===== config.mk =====
export PLATFORM = sky130hd
export DESIGN_NAME = modulation_ram_sched
export DESIGN_NICKNAME = d
export VERILOG_FILES = /design/src/rtl/modulation_ram_sched.sv
export SDC_FILE = /design/constraint.sdc
export NUM_CORES = 1
export LEC_CHECK = 0
export CORE_ASPECT_RATIO = 1.25
export CORE_UTILIZATION = 44
export DETAILED_ROUTE_END_ITERATION = 10
export GPL_ROUTABILITY_DRIVEN = 1
export PLACE_DENSITY = 0.94
export SLEW_MARGIN = 20
export SYNTH_ARGS = -nofsm -noshare
export SYNTH_HDL_FRONTEND = slang
export SYNTH_SLANG_ARGS = --single-unit

===== constraint.sdc =====
create_clock -name clk -period 5.4 [get_ports clk]
set_input_delay 1.08 -clock clk [delete_from_list [all_inputs] [get_ports clk]]
set_output_delay 1.08 -clock clk [all_outputs]
set_load 0.05 [all_outputs]

===== src/rtl/modulation_ram_sched.sv =====
// Frame scheduler for the dual-port modulation-result RAM.
// Sequences one codeword: write (2 symbols/cycle), hold until the
// demodulator asks for it, then stream it back out 2 symbols/cycle.
module modulation_ram_sched #(
  parameter int CodeLen      = 256,
  parameter int CodeLen_bits = 8,
  parameter int DataWidth    = 15,
  parameter int RdLatency    = 2
) (
  input  logic                    clk,
  input  logic                    rst,
  input  logic                    flush,
  input  logic                    frame_start,
  input  logic                    wr_valid,
  output logic                    wr_ready,
  input  logic [DataWidth-1:0]    wr_data_a,
  input  logic [DataWidth-1:0]    wr_data_b,
  input  logic                    rd_req,
  output logic                    rd_ack,
  output logic [CodeLen_bits-1:0] ram_addra,
  output logic [CodeLen_bits-1:0] ram_addrb,
  output logic                    ram_ena,
  output logic                    ram_enb,
  output logic                    ram_wea,
  output logic                    ram_web,
  output logic [DataWidth-1:0]    ram_dina,
  output logic [DataWidth-1:0]    ram_dinb,
  input  logic [DataWidth-1:0]    ram_douta,
  input  logic [DataWidth-1:0]    ram_doutb,
  output logic                    rd_valid,
  output logic [DataWidth-1:0]    rd_data_a,
  output logic [DataWidth-1:0]    rd_data_b,
  output logic                    rd_last,
  output logic                    frame_done,
  output logic [2:0]              state_o,
  output logic                    err
);

  typedef enum logic [2:0] {
    IDLE  = 3'd0,
    WRITE = 3'd1,
    FULL  = 3'd2,
    READ  = 3'd3,
    DRAIN = 3'd4
  } state_t;

  // One extra bit so the pointer can hold CodeLen itself without wrapping.
  localparam int PW = CodeLen_bits + 1;
  localparam logic [PW-1:0] LastPair = PW'(CodeLen - 2);
  localparam logic [PW-1:0] EndPtr   = PW'(CodeLen);
  localparam logic [PW-1:0] PtrStep  = PW'(2);

  state_t                 state;
  logic [PW-1:0]          wptr;
  logic [PW-1:0]          rptr;
  logic [RdLatency-1:0]   vld_pipe;
  logic [RdLatency-1:0]   last_pipe;

  assign wr_ready  = (state == WRITE);
  assign rd_data_a = ram_douta;
  assign rd_data_b = ram_doutb;
  assign state_o   = state;

  // Frame FSM, RAM port control and read-valid pipeline.
  always_ff @(posedge clk or negedge rst) begin
    if (!rst) begin
      state      <= IDLE;
      wptr       <= '0;
      rptr       <= '0;
      ram_addra  <= '0;
      ram_addrb  <= '0;
      ram_ena    <= 1'b0;
      ram_enb    <= 1'b0;
      ram_wea    <= 1'b0;
      ram_web    <= 1'b0;
      ram_dina   <= '0;
      ram_dinb   <= '0;
      rd_ack     <= 1'b0;
      vld_pipe   <= '0;
      last_pipe  <= '0;
      rd_valid   <= 1'b0;
      rd_last    <= 1'b0;
      frame_done <= 1'b0;
      err        <= 1'b0;
    end else if (flush) begin
      state      <= IDLE;
      wptr       <= '0;
      rptr       <= '0;
      ram_ena    <= 1'b0;
      ram_enb    <= 1'b0;
      ram_wea    <= 1'b0;
      ram_web    <= 1'b0;
      rd_ack     <= 1'b0;
      vld_pipe   <= '0;
      last_pipe  <= '0;
      rd_valid   <= 1'b0;
      rd_last    <= 1'b0;
      frame_done <= 1'b0;
      err        <= 1'b0;
    end else begin
      // Strobes are single-cycle unless a state below re-asserts them.
      ram_ena <= 1'b0;
      ram_enb <= 1'b0;
      ram_wea <= 1'b0;
      ram_web <= 1'b0;
      rd_ack  <= 1'b0;

      // NOTE: non-blocking assignments here let every stage take its
      // neighbour's pre-edge value, giving a true shift register.
      for (int i = RdLatency - 1; i > 0; i--) begin
        vld_pipe[i]  <= vld_pipe[i-1];
        last_pipe[i] <= last_pipe[i-1];
      end
      vld_pipe[0]  <= 1'b0;
      last_pipe[0] <= 1'b0;

      rd_valid   <= vld_pipe[RdLatency-1];
      rd_last    <= last_pipe[RdLatency-1];
      frame_done <= last_pipe[RdLatency-1];

      if (frame_start && state != IDLE) err <= 1'b1;
      if (wr_valid && (state == FULL || state == READ || state == DRAIN)) err <= 1'b1;

      case (state)
        IDLE: begin
          if (frame_start) begin
            state <= WRITE;
            wptr  <= '0;
          end
        end
        WRITE: begin
          if (wr_valid) begin
            ram_ena   <= 1'b1;
            ram_enb   <= 1'b1;
            ram_wea   <= 1'b1;
            ram_web   <= 1'b1;
            ram_addra <= wptr[CodeLen_bits-1:0];
            ram_addrb <= {wptr[CodeLen_bits-1:1], 1'b1};
            ram_dina  <= wr_data_a;
            ram_dinb  <= wr_data_b;
            wptr      <= wptr + PtrStep;
            if (wptr == LastPair) state <= FULL;
          end
        end
        FULL: begin
          if (rd_req) begin
            state       <= READ;
            rd_ack      <= 1'b1;
            ram_ena     <= 1'b1;
            ram_enb     <= 1'b1;
            ram_addra   <= '0;
            ram_addrb   <= CodeLen_bits'(1);
            rptr        <= PtrStep;
            vld_pipe[0] <= 1'b1;
          end
        end
        READ: begin
          if (rptr == EndPtr) begin
            state <= DRAIN;
          end else begin
            ram_ena      <= 1'b1;
            ram_enb      <= 1'b1;
            ram_addra    <= rptr[CodeLen_bits-1:0];
            ram_addrb    <= {rptr[CodeLen_bits-1:1], 1'b1};
            rptr         <= rptr + PtrStep;
            vld_pipe[0]  <= 1'b1;
            last_pipe[0] <= (rptr == LastPair);
          end
        end
        DRAIN: begin
          if (rd_last) state <= IDLE;
        end
        default: state <= IDLE;
      endcase
    end
  end

endmodule


-- After elaboration in Yosys (flattened, before gate mapping)
Index checks and enable logic that the tools add are counted.
Widths: inputs -> output; s select.
- register bits after elaboration: 77
- bits of input ports: 66
- output and inout bits: 89
- logic and storage cells: 93
- add/subtract/negate cells: 2
- equal/unequal tests: 17
- mux-type cells: 43
- bitwise operators: 1
- reduce and logical (&&, ||, !) cells: 15
- operator list (kind ; count):
    $mux 9 ; 6
    $mux 8 ; 6
    $pmux 8 s3 ; 2
    $pmux 9 s2 ; 2
    $mux 3 ; 7
    $add 9x2->9 const B ; 2
    $eq 9x8->1 const B ; 2
    $mux 1 ; 15
    $ne 3x3->1 const B ; 5
    $pmux 3 s5 ; 1
    $reduce_bool 3->1 ; 5
    $eq 9x9->1 const B ; 1
    $reduce_and 3->1 ; 3
    $eq 3x2->1 const B ; 2
    $ne 2x2->1 const B ; 3
    $ne 3x2->1 const B ; 2
    $reduce_and 6->1 ; 1
    $reduce_and 5->1 ; 1
    $mux 2 ; 2
    $eq 3x1->1 const B ; 1
    $eq 3x3->1 const B ; 1
    $logic_not 3->1 ; 1
    $pmux 1 s3 ; 1
    $logic_and 1x1->1 ; 2
    3 further kinds ; 4

-- Depth between registers and ports, before layout
- depth in word-level cells: 6
- gate-level depth with buffers: 7

-- Worst setup path after synthesis
OpenSTA, ideal clock, no wires.
- kind: reg-to-output
- start point: register state[0] (netlist: state_o[0])
- end point: output port wr_ready
- arrival: 1.775 ns
- required time: 4.320 ns
- slack: 2.545 ns
- stages on the path, launching flop included: 4
- cells stage by stage: dfrtp_1 -> clkbuf_1 -> buf_1 -> and2_1
- longest elaborated chain between the ends: 1
- ends and longest elaborated chain (what ; line ; text):
    start: declaration ; 53 ; state_t state;
    start signal: assignment ; 67 ; state <= IDLE;
    start signal: assignment ; 86 ; state <= IDLE;
    start signal: assignment ; 127 ; state <= WRITE;
    $eq 3x1->1 ; 59 ; assign wr_ready = (state == WRITE);
    end: declaration ; 15 ; output logic wr_ready,
No other way between the ends.

-- Final worst setup path
Same ends and word-level chain as after synthesis.

==> results.toml <==
[sta]
fin_crit_sh_pct = 61.0
setup_viol = 0
maxSlewHeadroom_pct = 31.8
holdWs_ns = 0.470
rsz0062_at_grt = "false"
tns_ns = 0
fin_skew_ns = 0.00639
finalCriticalPeriod_ns = 3.29
worst_pin_slew_ns = 1.01
fmax_mhz = 304
slew_violations = 0
finalHoldViolCount = 0
fin_ws_ns = 2.11

[clocking]
clk_latency_ns = 0.34
cts_buffer_depth = 2
cts.sinks = 68
root_buffer = "clkbuf_8"
cts_resized = 0
cts_tree = "done"
h-tree-depth = 3
cts_hold_buf = 0
clk_pin_slew_worst_paths_ns = 0.07
cts_buffers = 9
postCtsSetupBuffers = 0

[routing]
drt_iter0_markers = 143
drt_wl_total_um = 6580
vias_per_cell = 5.39
drc = 0
dr_total_vias = 2399
drt_pre_antenna_iters = 4
ant_nets = 0
detail_route.wl_per_cell_um = 14.8

[yosys]
synth_top_family_by_area = "multiplexers"
synth.avg_cell_area_um2 = 11.2
synth_cell_types = 47
syn_area_mm2 = 0.00330
yosys.area_share.adder_pct = 0.759
synth-seq-cells = 68
synthMuxAreaShare_pct = 13.0
synth_cells = 295
ys_warn_count = 0
synth_fp_nets = 363
synthArstFlopShare_pct = 100
synth-simple-area-share_pct = 11.6
synth_edf_count = 0
ys.flop_type = "dfrtp_1"
synth_xor_area_share_pct = 1.59
ys_seq_area_share_pct = 51.6
synth_compound_area_share_pct = 9.72

[placed_design]
place_congestion = 0.879
portBuffers = 94
pre_cts_ws_ns = 2.22
dp_hpwl_um = 4640
placedCellCount = 429

[critical_path]
crit_fanout = 26
crit_end = "wr_ready"
path_class = "reg2out"
ff2ff_path_depth = 4
crit_path_start = "state_o[0]"
required_ns = 4.32
slowest_delay_ns = 0.81
critPathSlowestCell = "dfrtp_1"
r2r_setup_slack_ns = 3.18
endpoint_kind = "output pin"
crit-reg2reg-launch = "rptr[6]"
r2r_end = "ram_addra[7]"
arrival_ns = 2.21
critPathLaunchType = "flip-flop"
path_cells = "and2_1 > clkdlybuf4s50_1"

[die]
row_count = 34
core_mm2 = 0.00710
die_area_mm2 = 0.00785
io_pins = 155
start_util_pct = 46.4
die_w_um = 79.4
fp.dieH_um = 98.8

[pwr]
p_total_mw = 1.66
powerDensity_mw_per_mm2 = 393
peakVddDrop_v = 0.000295
clkPwrFrac_pct = 28.7
p_leak_nw = 1.79
switching_share_pct = 35.4
p_comb_share_pct = 33.6
internal_power_mw = 1.08
p_sw_mw = 0.588
p_seq_share_pct = 37.7

[cells_and_area]
area_growth_pct = 28.4
fill_cells = 557
final_nets = 418
layoutNonFillerInstCount = 445
regArea_mm2 = 0.00170
drive_above_1_share_pct = 17.5
diodes = 0
multi_input_area_mm2 = 0.00121

[hold_path]
hold_path_class = "reg2reg"

[global_routing]
grt_pass1_wl_um = 11000
grt_max_degree = 69
grtUsageTotal_pct = 18.2
grt_pass1_vias = 2363
antenna_found_initial = 0
overflow = 0

[flow_run]
drv_cap = 0

[run_status]
run_status = "complete, no violations"
## final cells by class
| cell class | count | area share, % |
|---|---|---|
| Sequential cell | 68 | 40.2 |
| Multi-Input combinational cell | 168 | 28.5 |
| Timing Repair Buffer | 96 | 22.5 |
| Clock buffer | 11 | 3.58 |
| Tap cell | 90 | 2.66 |
| Clock inverter | 5 | 1.98 |
| Inverter | 7 | 0.621 |
## layer usage
layer  vias to the layer above  global-route usage [%]  wire (um)
li1                       1099                       -          -
met1                      1138                    21.3       2520
met2                       139                    30.2       3320
met3                        23                    4.07        513
met4                         0                    10.8        229
met5                         -                       0          0
## per-stage QoR
| stage | utilization (%) | instance area [um^2] |
|---|---|---|
| final | 59.6 | 4230 |
| after global placement | 56.3 | 4000 |
| after floorplan | - | 3300 |
| after detailed placement | 56.3 | 4000 |
| after CTS | 59.6 | 4230 |
| after global routing | 59.6 | 4230 |
## power by group through the flow
| stage | sequential, mW | combinational (mW) | clock [mW] |
|---|---|---|---|
| floorplan | 0.891 | 0.157 | 0 |
| global placement | 0.632 | 0.556 | 0 |
| detailed placement | 0.636 | 0.563 | 0 |
| CTS | 0.628 | 0.565 | 0.488 |
| global route | 0.638 | 0.581 | 0.514 |
| finish | 0.627 | 0.560 | 0.477 |
## cell usage after synthesis (all sizes together) (5+ instances only)
| library cell | instances | share of area, % |
|---|---|---|
| a21oi | 11 | 1.7 |
| and2 | 5 | 0.95 |
| buf | 46 | 10 |
| clkbuf | 6 | 0.68 |
| dfrtp | 68 | 52 |
| inv | 7 | 0.80 |
| mux2 | 38 | 13 |
| nand2 | 24 | 2.7 |
| nor2 | 13 | 1.5 |
| o21ai | 14 | 2.1 |
| or3 | 5 | 0.95 |
## worst max-delay path, delay by kind of cell (launching register included)
family                 cells  cell delay, ns
DFF                        1            0.81
buffers and inverters      1            0.81
and+or+nand+nor            1            0.26
## sequential cells by signal (all words and copies together) (netlist names), 2 cells and up
register	count
ram_dina	15
ram_dinb	15
ram_addra	8
rptr	8
wptr	8
state_o	3
last_pipe	2
vld_pipe	2
## cell usage in the layout, fill, tap and decap left out, types with 3 or more instances in the layout
| master | instances |
|---|---|
| or3_1 | 5 |
| clkdlybuf4s50_1 | 93 |
| nor2_1 | 13 |
| clkbuf_8 | 11 |
| dfrtp_1 | 68 |
| o21ai_0 | 14 |
| nor3_1 | 4 |
| mux2_2 | 38 |
| nand2b_1 | 3 |
| nor2b_1 | 4 |
| nand2_1 | 24 |
| o2111ai_1 | 3 |
| and2_1 | 5 |
| nand3_1 | 3 |
| a21oi_1 | 11 |
| xor2_1 | 4 |
| inv_1 | 7 |
## worst min path at each step
stage	slack, ns	from	to	cells after the start
after floorplan	0.44	last_pipe[1]	frame_done	1
after global routing	0.50	ram_addrb[0]	ram_addrb[0]	1
final	0.47	last_pipe[1]	frame_done	1
after CTS	0.47	last_pipe[0]	last_pipe[1]	1
after detailed placement	0.45	ram_addrb[0]	ram_addrb[0]	1
after global placement	0.44	vld_pipe[0]	vld_pipe[1]	1
## cells by family (layout without fill, tap and decap cells)
kind of cell             after synthesis  after routing
AO/OA/AOI/OAI                         49             49
XOR/XNOR                               6              6
AND/OR/NAND/NOR                       73             73
flip-flops                            68             68
adder cells (fa/ha/maj)                2              2
buffers and inverters                 59            119
multiplexers                          38             38
(Power assumes the default switching activity.)
